### src/rtl/auth_pkg.sv
// Shared types and helpers for the power-up authentication controller.
//   state_t   : controller states
//   CmdGo     : default first key byte
//   CmdStop   : default stop command byte
//   key_byte  : extracts byte idx from a packed 32-bit key (byte 0 is sent first)
//   max3      : largest of three cycle counts, used to size the shared timer
package auth_pkg;

    typedef enum logic [2:0] {
        StOff,
        StKeyRx,
        StPwr,
        StStopPend,
        StLocked
    } state_t;

    localparam logic [7:0] CmdGo   = 8'h67;
    localparam logic [7:0] CmdStop = 8'h73;

    function automatic logic [7:0] key_byte(input logic [31:0] key, input logic [1:0] idx);
        return 8'(key >> {idx, 3'b000});
    endfunction

    function automatic int unsigned max3(input int unsigned a, input int unsigned b,
                                         input int unsigned c);
        int unsigned m;
        m = (a > b) ? a : b;
        return (m > c) ? m : c;
    endfunction

endpackage

### src/rtl/auth_tmr.sv
// Loadable down-counter shared by the timed states of auth_seq_ctrl.
//   clk_i      : clock
//   rst_i      : synchronous active-high reset, clears the count
//   load_i     : load load_val_i (wins over en_i)
//   load_val_i : value to load
//   en_i       : decrement by one, holding at zero
//   expired_o  : count is zero
module auth_tmr #(
    parameter int unsigned Width = 8
) (
    input  logic             clk_i,
    input  logic             rst_i,
    input  logic             load_i,
    input  logic [Width-1:0] load_val_i,
    input  logic             en_i,
    output logic             expired_o
);

    logic [Width-1:0] cnt_q, cnt_d;

    always_comb begin
        cnt_d = cnt_q;
        if (load_i) begin
            cnt_d = load_val_i;
        end else if (en_i && (cnt_q != '0)) begin
            cnt_d = cnt_q - 1'b1;
        end
    end

    always_ff @(posedge clk_i) begin
        if (rst_i) begin
            cnt_q <= '0;
        end else begin
            cnt_q <= cnt_d;
        end
    end

    assign expired_o = (cnt_q == '0);

endmodule

### src/rtl/auth_seq_ctrl.sv
// Power-up authentication controller. Consumes UART bytes, matches a KeyLen-byte unlock key,
// enables the balance/motor path, handles STOP with a rider-off grace delay, and enforces a
// timed lockout after MaxFail consecutive failed attempts.
//   clk_i        : clock
//   rst_i        : synchronous active-high reset
//   rx_data_i    : received byte, valid while rx_rdy_i
//   rx_rdy_i     : receiver holds a byte
//   clr_rx_rdy_o : byte consumed this cycle
//   rider_off_i  : rider absent
//   pwr_up_o     : balance/motor enable
//   locked_o     : lockout active
//   key_err_o    : one-cycle pulse per failed attempt
//   fail_cnt_o   : consecutive failure count
module auth_seq_ctrl
    import auth_pkg::*;
#(
    parameter int unsigned KeyLen    = 1,
    parameter logic [31:0] Key       = 32'h0000_0067,
    parameter logic [7:0]  StopCmd   = CmdStop,
    parameter int unsigned KeyToCyc  = 50_000_000,
    parameter int unsigned OffDlyCyc = 25_000_000,
    parameter int unsigned MaxFail   = 3,
    parameter int unsigned LockCyc   = 250_000_000
) (
    input  logic       clk_i,
    input  logic       rst_i,
    input  logic [7:0] rx_data_i,
    input  logic       rx_rdy_i,
    output logic       clr_rx_rdy_o,
    input  logic       rider_off_i,
    output logic       pwr_up_o,
    output logic       locked_o,
    output logic       key_err_o,
    output logic [1:0] fail_cnt_o
);

    localparam int unsigned MaxCyc = max3(KeyToCyc, OffDlyCyc, LockCyc);
    localparam int unsigned TmrW   = $clog2(MaxCyc) + 1;

    // The counter expires at zero, so loading N-1 gives N cycles in the timed state.
    localparam logic [TmrW-1:0] KeyToLd  = TmrW'(KeyToCyc - 1);
    localparam logic [TmrW-1:0] OffDlyLd = TmrW'(OffDlyCyc - 1);
    localparam logic [TmrW-1:0] LockLd   = TmrW'(LockCyc - 1);
    localparam logic [1:0]      LastIdx  = 2'(KeyLen - 1);
    localparam logic [1:0]      MaxFailC = 2'(MaxFail);

    if (KeyLen < 1 || KeyLen > 4) begin : g_bad_key_len
        $error("auth_seq_ctrl: KeyLen must be in 1..4");
    end
    if (MaxFail < 1 || MaxFail > 3) begin : g_bad_max_fail
        $error("auth_seq_ctrl: MaxFail must be in 1..3");
    end
    if (KeyToCyc < 1 || OffDlyCyc < 1 || LockCyc < 1) begin : g_bad_cyc
        $error("auth_seq_ctrl: cycle counts must be >= 1");
    end

    state_t          state_q, state_d;
    logic [1:0]      idx_q, idx_d;
    logic [1:0]      fail_cnt_q, fail_cnt_d;
    logic            key_err_q, key_err_d;
    logic            tmr_load, tmr_en, tmr_expired;
    logic [TmrW-1:0] tmr_ld_val;
    logic            fail;
    logic            is_key0;

    assign is_key0 = rx_rdy_i && (rx_data_i == key_byte(Key, 2'd0));

    auth_tmr #(
        .Width (TmrW)
    ) u_tmr (
        .clk_i      (clk_i),
        .rst_i      (rst_i),
        .load_i     (tmr_load),
        .load_val_i (tmr_ld_val),
        .en_i       (tmr_en),
        .expired_o  (tmr_expired)
    );

    always_comb begin
        state_d    = state_q;
        idx_d      = idx_q;
        fail_cnt_d = fail_cnt_q;
        key_err_d  = 1'b0;
        tmr_load   = 1'b0;
        tmr_ld_val = '0;
        tmr_en     = 1'b0;
        fail       = 1'b0;

        unique case (state_q)
            StOff: begin
                // Stray bytes here are ignored and never count as failures.
                if (is_key0) begin
                    if (KeyLen == 1) begin
                        state_d    = StPwr;
                        fail_cnt_d = '0;
                    end else begin
                        state_d    = StKeyRx;
                        idx_d      = 2'd1;
                        tmr_load   = 1'b1;
                        tmr_ld_val = KeyToLd;
                    end
                end
            end
            StKeyRx: begin
                tmr_en = 1'b1;
                // Expiry wins: a byte landing in the expiry cycle is the single failure.
                if (tmr_expired) begin
                    fail = 1'b1;
                end else if (rx_rdy_i) begin
                    if (rx_data_i == key_byte(Key, idx_q)) begin
                        if (idx_q == LastIdx) begin
                            state_d    = StPwr;
                            idx_d      = '0;
                            fail_cnt_d = '0;
                        end else begin
                            idx_d      = idx_q + 2'd1;
                            tmr_load   = 1'b1;
                            tmr_ld_val = KeyToLd;
                        end
                    end else begin
                        fail = 1'b1;
                    end
                end
            end
            StPwr: begin
                if (rx_rdy_i && (rx_data_i == StopCmd)) begin
                    if (rider_off_i) begin
                        state_d = StOff;
                    end else begin
                        state_d    = StStopPend;
                        tmr_load   = 1'b1;
                        tmr_ld_val = OffDlyLd;
                    end
                end
            end
            StStopPend: begin
                // Cancel beats expiry; the grace delay restarts whenever the rider returns.
                if (is_key0) begin
                    state_d = StPwr;
                end else if (!rider_off_i) begin
                    tmr_load   = 1'b1;
                    tmr_ld_val = OffDlyLd;
                end else if (tmr_expired) begin
                    state_d = StOff;
                end else begin
                    tmr_en = 1'b1;
                end
            end
            StLocked: begin
                if (tmr_expired) begin
                    state_d    = StOff;
                    fail_cnt_d = '0;
                end else begin
                    tmr_en = 1'b1;
                end
            end
            default: state_d = StOff;
        endcase

        if (fail) begin
            key_err_d  = 1'b1;
            idx_d      = '0;
            fail_cnt_d = (fail_cnt_q >= MaxFailC) ? MaxFailC : fail_cnt_q + 2'd1;
            if (fail_cnt_d >= MaxFailC) begin
                state_d    = StLocked;
                tmr_load   = 1'b1;
                tmr_ld_val = LockLd;
            end else begin
                state_d = StOff;
            end
        end
    end

    always_ff @(posedge clk_i) begin
        if (rst_i) begin
            state_q    <= StOff;
            idx_q      <= '0;
            fail_cnt_q <= '0;
            key_err_q  <= 1'b0;
        end else begin
            state_q    <= state_d;
            idx_q      <= idx_d;
            fail_cnt_q <= fail_cnt_d;
            key_err_q  <= key_err_d;
        end
    end

    assign clr_rx_rdy_o = rx_rdy_i & ~rst_i;
    assign pwr_up_o     = (state_q == StPwr) || (state_q == StStopPend);
    assign locked_o     = (state_q == StLocked);
    assign key_err_o    = key_err_q;
    assign fail_cnt_o   = fail_cnt_q;

endmodule

### config.mk
export PLATFORM = sky130hd
export DESIGN_NAME = auth_seq_ctrl
export DESIGN_NICKNAME = d
export VERILOG_FILES = /design/src/rtl/auth_pkg.sv /design/src/rtl/auth_tmr.sv /design/src/rtl/auth_seq_ctrl.sv
export SDC_FILE = /design/constraint.sdc
export NUM_CORES = 1
export LEC_CHECK = 0
export CAP_MARGIN = 15
export CORE_MARGIN = 2
export CORE_UTILIZATION = 52
export DETAILED_ROUTE_END_ITERATION = 8
export GPL_TIMING_DRIVEN = 0
export PLACE_DENSITY = 0.75
export SETUP_SLACK_MARGIN = 0.5
export SLEW_MARGIN = 20
export SYNTH_ARGS = -nofsm -noshare
export SYNTH_HDL_FRONTEND = slang
export SYNTH_SLANG_ARGS = --single-unit
### constraint.sdc
create_clock -name clk_i -period 2.4 [get_ports clk_i]
set_input_delay 0.48 -clock clk_i [delete_from_list [all_inputs] [get_ports clk_i]]
set_output_delay 0.48 -clock clk_i [all_outputs]
set_load 0.03 [all_outputs]
* After elaboration in Yosys (flattened, before gate mapping)
Cells that the tools add are included.
** Cells by class
- Bitwise gates (word level) :: 3
- Muxes and demuxes :: 54
- Order comparisons :: 2
- Equal/unequal tests :: 15
- Add/sub/neg operators :: 3
- Reductions and logical operators :: 14
- Shift-type cells :: 1
** Operator list (number)
- two-way mux 29 bit :: 5
- two-way mux 26 bit :: 4
- case mux 29 bit (3 select lines) :: 1
- two-way mux 25 bit :: 2
- two-way mux 3 bit :: 11
- zero test 29 bit :: 1
- nonzero test 29 bit :: 1
- subtractor 29 x 1 -> 29 bit (second input constant) :: 1
- two-way mux 2 bit :: 10
- inequality test 3 bit (second input constant) :: 6
- two-way mux 1 bit :: 17
- == test 8 x 7 -> 1 bit (second input constant) :: 2
- case mux 3 bit (5 select lines) :: 1
- AND reduction 7 bit :: 2
- == test 8 bit :: 1
- >> shifter 7 x 5 -> 8 bit (first input constant) :: 1
- == test 3 x 2 -> 1 bit (second input constant) :: 2
- case mux 1 bit (3 select lines) :: 2
- case mux 2 bit (3 select lines) :: 1
- adder 2 x 1 -> 2 bit (second input constant) :: 2
- >= comparator 2 bit (second input constant) :: 2
- inequality test 4 bit (second input constant) :: 1
- AND reduction 4 bit :: 1
- nonzero test 4 bit :: 1
- other kinds (11) :: 14
** Storage, ports and cells
- Bits of input ports :: 12
- Output and inout port bits :: 6
- Logic and storage cells :: 97
- Flip-flop bits (word level) :: 37

* Depth between registers and ports, before layout
Gate-level depths: netlist (run 1).
- Word-level depth :: 9
- Mapped depth :: 9
- Gate-level depth less buffers :: 8

* Cells and area by module
Synthesis (run 1) repeated with hierarchy kept, for this count alone.
** Second synthesis, totals
- Cells, all modules :: 305
- Area, all modules :: 2486.1 um^2
** Modules (own cells, without submodules)
- auth_tmr :: cells an instance 217, area each 1836.8 um^2, seq. area each 580.6 um^2, times used 1
- auth_seq_ctrl :: cells an instance 88, area each 649.4 um^2, seq. area each 160.2 um^2, times used 1

* Worst setup path before layout (run 1)
No wires, ideal clock.
- Path kind :: reg2reg
- Start point :: register idx_q[0]
- End point :: register u_tmr.cnt_q[16]
- Arrival time :: 2.387 ns
- Slack :: -0.078 ns
- Period minus slack after synthesis :: 2.478 ns
- Data required time :: 2.309 ns
- Stages on the path, launching flop included :: 10
- Cell sequence :: dfxtp_1 inv_1 ha_1 or4_1 o31ai_1 o32a_1 nor2_4 or2_1 buf_4 a311oi_1
** On the way
- Cells in the longest elaborated chain, start to end :: 9
** Ends and longest elaborated chain
- from (decl) :: RTL line auth_seq_ctrl.sv:58 : logic [1:0] idx_q, idx_d;
- from (signal assigned) :: RTL line auth_seq_ctrl.sv:182 : idx_q <= idx_d;
- >> shifter 7 x 5 -> 8 bit / zero test 2 bit (equally long branches) :: RTL line auth_pkg.sv:21, auth_seq_ctrl.sv:111
- == test 8 bit / two-way mux 1 bit (equally long branches) :: RTL line auth_seq_ctrl.sv:110, auth_seq_ctrl.sv:111
- two-way mux 26 bit / two-way mux 1 bit (equally long branches) :: RTL line auth_seq_ctrl.sv:110 : if (rx_data_i == key_byte(Key, idx_q)) begin
- two-way mux 26 bit / two-way mux 1 bit (equally long branches) :: RTL line auth_seq_ctrl.sv:109 : end else if (rx_rdy_i) begin
- two-way mux 26 bit / two-way mux 1 bit (equally long branches) :: RTL line auth_seq_ctrl.sv:107 : if (tmr_expired) begin
- case mux 29 bit (3 select lines) / case mux 1 bit (3 select lines) (equally long branches) :: RTL line auth_seq_ctrl.sv:89 : unique case (state_q)
- two-way mux 29 bit / two-way mux 1 bit (equally long branches) :: RTL line auth_seq_ctrl.sv:164 : if (fail_cnt_d >= MaxFailC) begin
- two-way mux 29 bit / two-way mux 1 bit (equally long branches) :: RTL line auth_seq_ctrl.sv:160 : if (fail) begin
- two-way mux 29 bit / nonzero test 2 bit (equally long branches)
- to (signal assigned) :: RTL line auth_tmr.sv:34 : cnt_q <= cnt_d;
- to (decl) :: RTL line auth_tmr.sv:19 : logic [Width-1:0] cnt_q, cnt_d;
Several ways; a longest one is shown, not always the timed one.
A chain may end at the register's enable or synchronous reset.

* Worst setup path in the final report (run 1)
- Start point :: register u_tmr.cnt_q[2]
- End point :: register fail_cnt_q[1] (netlist: fail_cnt_o[1])
** On the way
- Cells in the longest elaborated chain, start to end :: 5
** Ends and longest elaborated chain
- zero test 29 bit (*) :: RTL line auth_tmr.sv:38 : assign expired_o = (cnt_q == '0);
- two-way mux 1 bit :: RTL line auth_seq_ctrl.sv:107
- two-way mux 1 bit :: RTL line auth_seq_ctrl.sv:89
- inequality test 3 x 1 -> 1 bit (no line), or another cell as far along
- AND reduction 7 bit (no line)
- to (signal assigned) :: RTL line auth_seq_ctrl.sv:183 : fail_cnt_q <= fail_cnt_d;
- to (decl) :: RTL line auth_seq_ctrl.sv:59 : logic [1:0] fail_cnt_q, fail_cnt_d;
Every way passes the cells marked *; elsewhere a longest branch is shown, timed or not.

==> results of run 1 <==
==> per-stage QoR <==
step	hold WS, ns	setup TNS, ns	utilization (%)	setup WS [ns]
finish	0.490	-5.61	78.9	-0.230
global route	0.523	-6.99	78.9	-0.376
CTS	0.462	-1.17	71.8	-0.0668
detailed placement	0.444	-14.39	61.8	-0.470
global placement	0.452	-13.33	61.8	-0.483
floorplan	0.430	0	-	0.0501
==> metal layers <==
| layer | up-vias | GRT usage, % |
|---|---|---|
| met5 | - | 0 |
| met4 | 0 | 9.83 |
| met3 | 68 | 5.96 |
| met2 | 221 | 45.0 |
| met1 | 1207 | 40.1 |
| li1 | 1122 | - |
==> registers in the layout, summed over array words and instances, names as in the netlist <==
name	cells
idx_q	2
key_err_o	1
u_tmr.cnt_q	29
fail_cnt_o	2
state_q	3
==> cell type report <==
class / count / area (um2) / share of cell area (%)
multi-input combinational: 209 / 1700 / 52.7
timing repair buffer: 44 / 452 / 14.0
clock inverter: 1 / 30.0 / 0.931
sequential: 37 / 747 / 23.2
clock buffer: 7 / 86.3 / 2.68
tap: 50 / 62.6 / 1.94
inverter: 8 / 30.0 / 0.931
buffer: 16 / 116 / 3.61
==> worst paths after layout <==
| kind | depth (start not counted) | end |
|---|---|---|
| setup / recovery | 8 | fail_cnt_o[1] |
| hold / removal | 2 | u_tmr.cnt_q[16] |
| setup reg to reg | 8 | fail_cnt_o[1] |
| hold reg to reg | 2 | u_tmr.cnt_q[16] |
==> power breakdown <==
| group | leakage (nW) | total [mW] | switching (mW) | internal (mW) |
|---|---|---|---|---|
| Combinational | 0.818 | 0.0718 | 0.0439 | 0.0278 |
| Sequential | 0.300 | 0.613 | 0.000171 | 0.613 |
| Clock | 0.0585 | 0.589 | 0.250 | 0.339 |
| Total | 1.18 | 1.27 | 0.294 | 0.980 |
==> synthesized netlist by cell type (2+ instances only) <==
master    count  share of area (%)
a211oi_1      2               0.67
a21oi_1      14                3.1
a311oi_1      3                1.2
a31o_1        2               0.78
a31oi_1       3               0.84
a41oi_1       2               0.78
and2_1        4                1.1
and3_1        3               0.84
and4_1        3                1.2
buf_4         2               0.67
clkbuf_1     11                1.8
dfxtp_1      37                 33
ha_1          3                1.7
inv_1         8                1.3
mux2i_1       3                1.3
nand2_1      12                2.0
nand2b_1      3               0.84
nand3_1       6                1.3
nand3b_1      2               0.67
nand4_1       7                2.0
nor2_1       16                2.7
nor2_2        2               0.56
nor2b_1       4                1.1
nor3_1       17                3.8
nor3_4        2                1.5
nor3b_1       3                1.0
nor4_1        9                2.5
nor4b_1       4                1.6
o21ai_0       7                1.6
o22ai_1      10                2.8
o31ai_1       6                2.0
o41ai_1       4                1.6
or2_2         5                1.4
or3_1         8                2.2
or4_1         3                1.0
or4_4         2                1.0
xnor2_1      16                6.2
xor2_1        6                2.3
==> worst max-delay path, cell delays in order, from the launching register on <==
cell and delay, ns:
dfxtp_1 0.36, nor4_2 0.54, nand4_1 0.18, buf_4 0.21, buf_4 0.15, o41ai_1 0.56
o211a_4 0.28, a21oi_1 0.08, a211oi_2 0.19
==> repair_timing <==
| action | in CTS | in global routing |
|---|---|---|
| gates cloned | 0 | 2 |
| gates resized for setup | 44 | 48 |
| setup buffers | 21 | 5 |
| endpoints found under the hold margin | 0 | 0 |
| setup endpoints to repair | 40 | 39 |
| pin swaps | 15 | 18 |
==> cell families after synthesis <==
group                    after synthesis
adder cells (fa/ha/maj)                3
XOR/XNOR                              22
multiplexers                           3
AO/OA/AOI/OAI                         60
buffers and inverters                 24
AND/OR/NAND/NOR                      121
flip-flops                            37
==> cells in the final DEF, fill, tap and decap left out, drive strengths merged, types with 4 or more instances in the layout <==
cell type,synthesis,routed
dfxtp,37,37
buf,5,34
nor2,19,19
nor3,19,19
clkbuf,11,18
xnor2,16,16
a21oi,14,14
nand2,12,12
o22ai,10,10
nor4,10,10
clkdlybuf4s50,0,9
inv,8,8
or3,8,8
nand4,7,7
o21ai,7,7
xor2,6,6
or2,6,6
nand3,6,6
o31ai,6,6
and2,5,5
or4,5,5
o41ai,4,4
nor4b,4,4
nor2b,4,4
==> results.md, run 1 <==
* Deepest clock path buffer count at 2
* Post-synthesis mux area share at 1.34%
* CP Data Arrival Time at between 2 and 3 ns
* # diodes at 0
* Total number of vias at between 2000 and 3000
* Largest net degree at the start of global routing at 12
* Synth Area in XOR/XNOR at between 8 and 9%
* GPL Wtd Cong at 0.861
* Critical Path End Type: flip-flop
* Total CTS buffers at 5
* Vias in the first global route at 2211
* Met2 WL at just under 4000 um
* Status: finished, violations left
* Core Area at 0.00409 mm2
* Actual slew at the worst max-slew pin at 0.781 ns
* Highest routed layer: met4
* Max frequency at between 300 and 400 MHz
* Kind of critical path: flip-flop to flip-flop
* I/O pin count at 18
* Ys Warns at 0
* Final number of max-transition violations at 0
* Hpwl dp at about 4300 um
* Compound-Gate Fraction of Synth Area at 18.0%
* # Max-Cap Violations at 0
* Placed cells at roughly 340
* Routed wl met3 at 898 um
* Leak at approximately 1.2 nW
* Simple-Gate Fraction of Synth Area at approximately 33%
* Die height at approximately 70 um
* Final non-filler cell area at approximately 0.0032 mm2
* Initial antenna violation count at 0
* First-pass GRT wire length at 11300 um
* Synth Flop Type: dfxtp_1
* Power Total at 1.27 mW
* Sink Count at 37
* Clk_lat worst skew at ~0.3 ns
* Placement Cell Area at between 0.002 and 0.003 mm2
* H-Tree Depth at 2
* Layout cells sized above 1 at between 30% and 40%
* Port Buffer Count at 16
* Distinct cells, synth at 54
* Mean Syn Cell Area at roughly 8.3 um2
* Final worst slack at -0.230 ns
* Worst R2R Start: u_tmr.cnt_q[2]
* RSZ-0062 raised after global routing: true
* Per-cell routed wire length at between 20 and 25 um
* Post-Syn Nets at 285
* Die area at a little under 0.005 mm2
* Setup Skew at approximately 0.012 ns
* Startpoint types: flip-flop
* Clk slew on worst S/H paths at about 0.080 ns
* CTS tree: built
* Final Hold Fails at 0
* Power per cell area at 395 mW/mm2
* Die Span X at 69.7 um
* Routed Wire Length at 8450 um
* Tcrit/Tclk final at 110%
* Drt pass-1 iters at 8
* CP startpoint: u_tmr.cnt_q[2]
* Clock root cell: clkbuf_8
* Antenna-violating nets left at 0
* Mapped Area at 0.00224 mm2
* Metal1 wirelength at 3210 um
* Fillers at 236
* Synth async-reset ratio at 0%
* Non-Filler Instances at about 370
* Initial core utilization at a little over half
* Site row count at 23
* Layout area overhead at 43.8%
* Largest family of logic cells by synthesized area: simple AND/OR/NAND/NOR gates
* Max FO, Critical Path at 4
* Required time of the critical path at 2.62 ns
* Synth Register Bits at 37
* Vias per cell at about 7.0
* Synth Instances at 270
* Violated checks: setup timing
* GRT Overall Usage at between 20% and 30%
* DRT iter0 DRCs at 398
* Total gr overflow at 0
* Post-synthesis sequential area ratio at about a third
* Startpoint of the worst hold path: u_tmr.cnt_q[16]
* Internal reg-to-reg setup slack at -0.23 ns
* Minimum clock period at ~2.6 ns
* Number of synthesized flops with an enable pin at 0
* Adder-cell share of the synthesized area at 1.67%
* Setup-failing EPs final at 35
* Worst Hold Class: flip-flop to flip-flop
* CTS Hold Buffers Added at 0
* NumNets Final at 336
* DRC Markers at 0
* Slew HR at between 40% and 50%
* Peak supply drop at just under 0.3 mV
Power figures use the tool's default switching activity.
==> inputs of run 2 (changes only) <==
Settings changed: CORE_ASPECT_RATIO from default to 2, SKIP_LAST_GASP from default to 1.
==> results.md, run 2 (synthesis gave the netlist of run 1 again) <==
* Status: finished, violations left
* Violated checks: setup timing
* DRT iter0 DRCs at 122 (-69%)
* Core Area at 0.00413 mm2 (+1.0%)
* Slew HR at 50.7% (+2.8 points)
* TNS Setup at -3.66 ns (+1.95 ns)
* Kind of critical path: flip-flop to flip-flop
* CP Data Arrival Time at 2.70 ns (-0.15 ns)
* Setup Skew at 0.0138 ns (+0.00213 ns)
* Sink Count at 37 (unchanged)
* Final Hold Fails at 0 (unchanged)
* Peak supply drop at 0.407 mV (+40%)
* Actual slew at the worst max-slew pin at 0.738 ns (-0.0429 ns)
* Leak at 1.13 nW (-4.2%)
* CTS Hold Buffers Added at 0 (unchanged)
* Vias in the first global route at 2530 (+14%)
* Tcrit/Tclk final at 107% (-2.8 points)
* Die Span X at 50.4 um (-28%)
* Internal reg-to-reg setup slack at -0.16 ns (+0.07 ns)
* Largest net degree at the start of global routing at 12 (unchanged)
* Reg with most FFs: u_tmr.cnt_q
* GRT Overall Usage at 30.4% (+1.5 points)
* Deepest clock path buffer count at 2 (unchanged)
* CP startpoint: u_tmr.cnt_q[19]
* Clock root cell: clkbuf_8
* Commonest non-fill, non-tap cell in the layout: dfxtp_1
* Routed Wire Length at 7880 um (-6.7%)
* Initial antenna violation count at 0 (unchanged)
* Antenna-violating nets left at 0 (unchanged)
* Minimum clock period at 2.56 ns (-0.0676 ns)
* Hold_ws at 0.502 ns (+0.0114 ns)
* Reg2reg path depth at 8 (unchanged)
* Largest regs: u_tmr.cnt_q (29), state_q (3)
* Vias per cell at 6.81 (-3.3%)
* Max FO, Critical Path at 6 (+2)
* Final worst slack at -0.162 ns (+0.0676 ns)
* Placed cells at 338 (+0.60%)
* Clk slew on worst S/H paths at 0.08 ns (about the same)
* Worst Hold Class: flip-flop to flip-flop
* Total gr overflow at 0 (unchanged)
* Layout cells sized above 1 at 34.5% (-0.61 points)
* Total number of vias at 2525 (-3.6%)
* Required time of the critical path at 2.54 ns (-0.08 ns)
* Setup-failing EPs final at 33 (-5.7%)
* Worst R2R Start: u_tmr.cnt_q[19]
* Die height at 96.9 um (+39%)
* Layout area overhead at 39.2%
* I/O pin count at 18 (unchanged)
* RSZ-0062 raised after global routing: true
* Startpoint types: flip-flop
* Critical Path End Type: flip-flop
* CTS tree: built
* Final number of max-transition violations at 0 (unchanged)
* H-Tree Depth at 2 (unchanged)
* Startpoint of the worst hold path: u_tmr.cnt_q[28]
* Worst hold endpoint: u_tmr.cnt_q[28]
* Per-cell routed wire length at 21.2 um (-6.5%)
* GPL Wtd Cong at 0.848 (-1.6%)
* Hpwl dp at 4880 um (+15%)
* Power Total at 1.14 mW (-11%)
* Drt pass-1 iters at 4 (-4)
* Crit Reg-Reg Endpoint: u_tmr.cnt_q[11]
* # diodes at 0 (unchanged)
* Dpl ws at -0.495 ns (-0.0251 ns)
* Total CTS buffers at 5 (unchanged)
* Largest register FFs at 29 (unchanged)
* # Max-Cap Violations at 0 (unchanged)
* DRC Markers at 0 (unchanged)
* Most frequent cells in the layout: dfxtp_1 (32), buf_4 (19), xnor2_1 (16)
* Clk_lat worst skew at 0.30 ns (about the same)
* Site row count at 33 (+43%)
* Power per cell area at 365 mW/mm2 (-7.5%)
* Die area at 0.00488 mm2 (+0.65%)
* First-pass GRT wire length at 11400 um (+1.0%)
* Min-Delay Path Depth at 2 (unchanged)
* Initial core utilization at 54.3% (-0.57 points)
* NumNets Final at 334 (-0.60%)
* Max frequency at 390 MHz (+2.6%)
* Port Buffer Count at 16 (unchanged)
* Non-Filler Instances at 371 (-0.27%)
## run 2: cell count changes in the layout (fill, tap and decap cells not counted), moves of 2 or more
cell | previous run | this run
a311oi_2 | 0 | 2
buf_6 | 10 | 8
a311oi_1 | 3 | 1
buf_12 | 3 | 1
o21ai_1 | 3 | 1
buf_4 | 17 | 19
## run 2: layer usage
metal | vias to the layer above | wire length [um] | GRT usage [%] | part of all wire (%)
met4 | 0 | 539 | 22.9 | 6.8
met5 | - | 0 | 0 | 0
met3 | 53 | 466 | 5.09 | 5.9
met1 | 1215 | 2590 | 26.6 | 33
li1 | 1109 | - | - | -
met2 | 148 | 4280 | 57.2 | 54
## run 2: how the worst max path moves through the flow
stage,end,slack (ns),cells past startpoint
global route,u_tmr.cnt_q[11],-0.22,8
floorplan,u_tmr.cnt_q[16],0.05,8
global placement,u_tmr.cnt_q[5],-0.51,7
finish,u_tmr.cnt_q[11],-0.16,8
CTS,state_q[1],-0.10,8
detailed placement,u_tmr.cnt_q[5],-0.50,7
## run 2: cell type report
cell class	count	area [um2]
timing repair buffer	42	405
fill	298	1010
clock inverter	1	7.51
clock buffer	6	82.6
tap	52	65.1
sequential	37	747
buffer	16	103
multi-input combinational	209	1680
inverter	8	30.0
## run 2: per-stage QoR
step | area [um2] | util [%]
after floorplan | 2300 | -
after global routing | 3120 | 75.6
after global placement | 2530 | 61.2
after detailed placement | 2530 | 61.2
final | 3120 | 75.6
after CTS | 2890 | 70.1
## run 2: what timing repair did
item	in CTS	in global routing
cloned	0	1
pin swaps	16	16
resized for setup	40	45
buffers inserted	20	5
endpoints found under the setup margin	40	40
## run 2: critical path: stages (launching register included)
cell	delay, ns
dfxtp_2	0.34
or4_4	0.53
or3_4	0.40
buf_6	0.13
o32a_1	0.40
nor2_4	0.23
or2_1	0.16
buf_6	0.15
a311oi_1	0.05
## run 2: where the power goes
group          total, mW  internal (mW)  switching (mW)  leakage, nW
Clock              0.454          0.227           0.227       0.0433
Sequential         0.614          0.613        0.000145        0.300
Combinational     0.0728         0.0285          0.0442        0.783
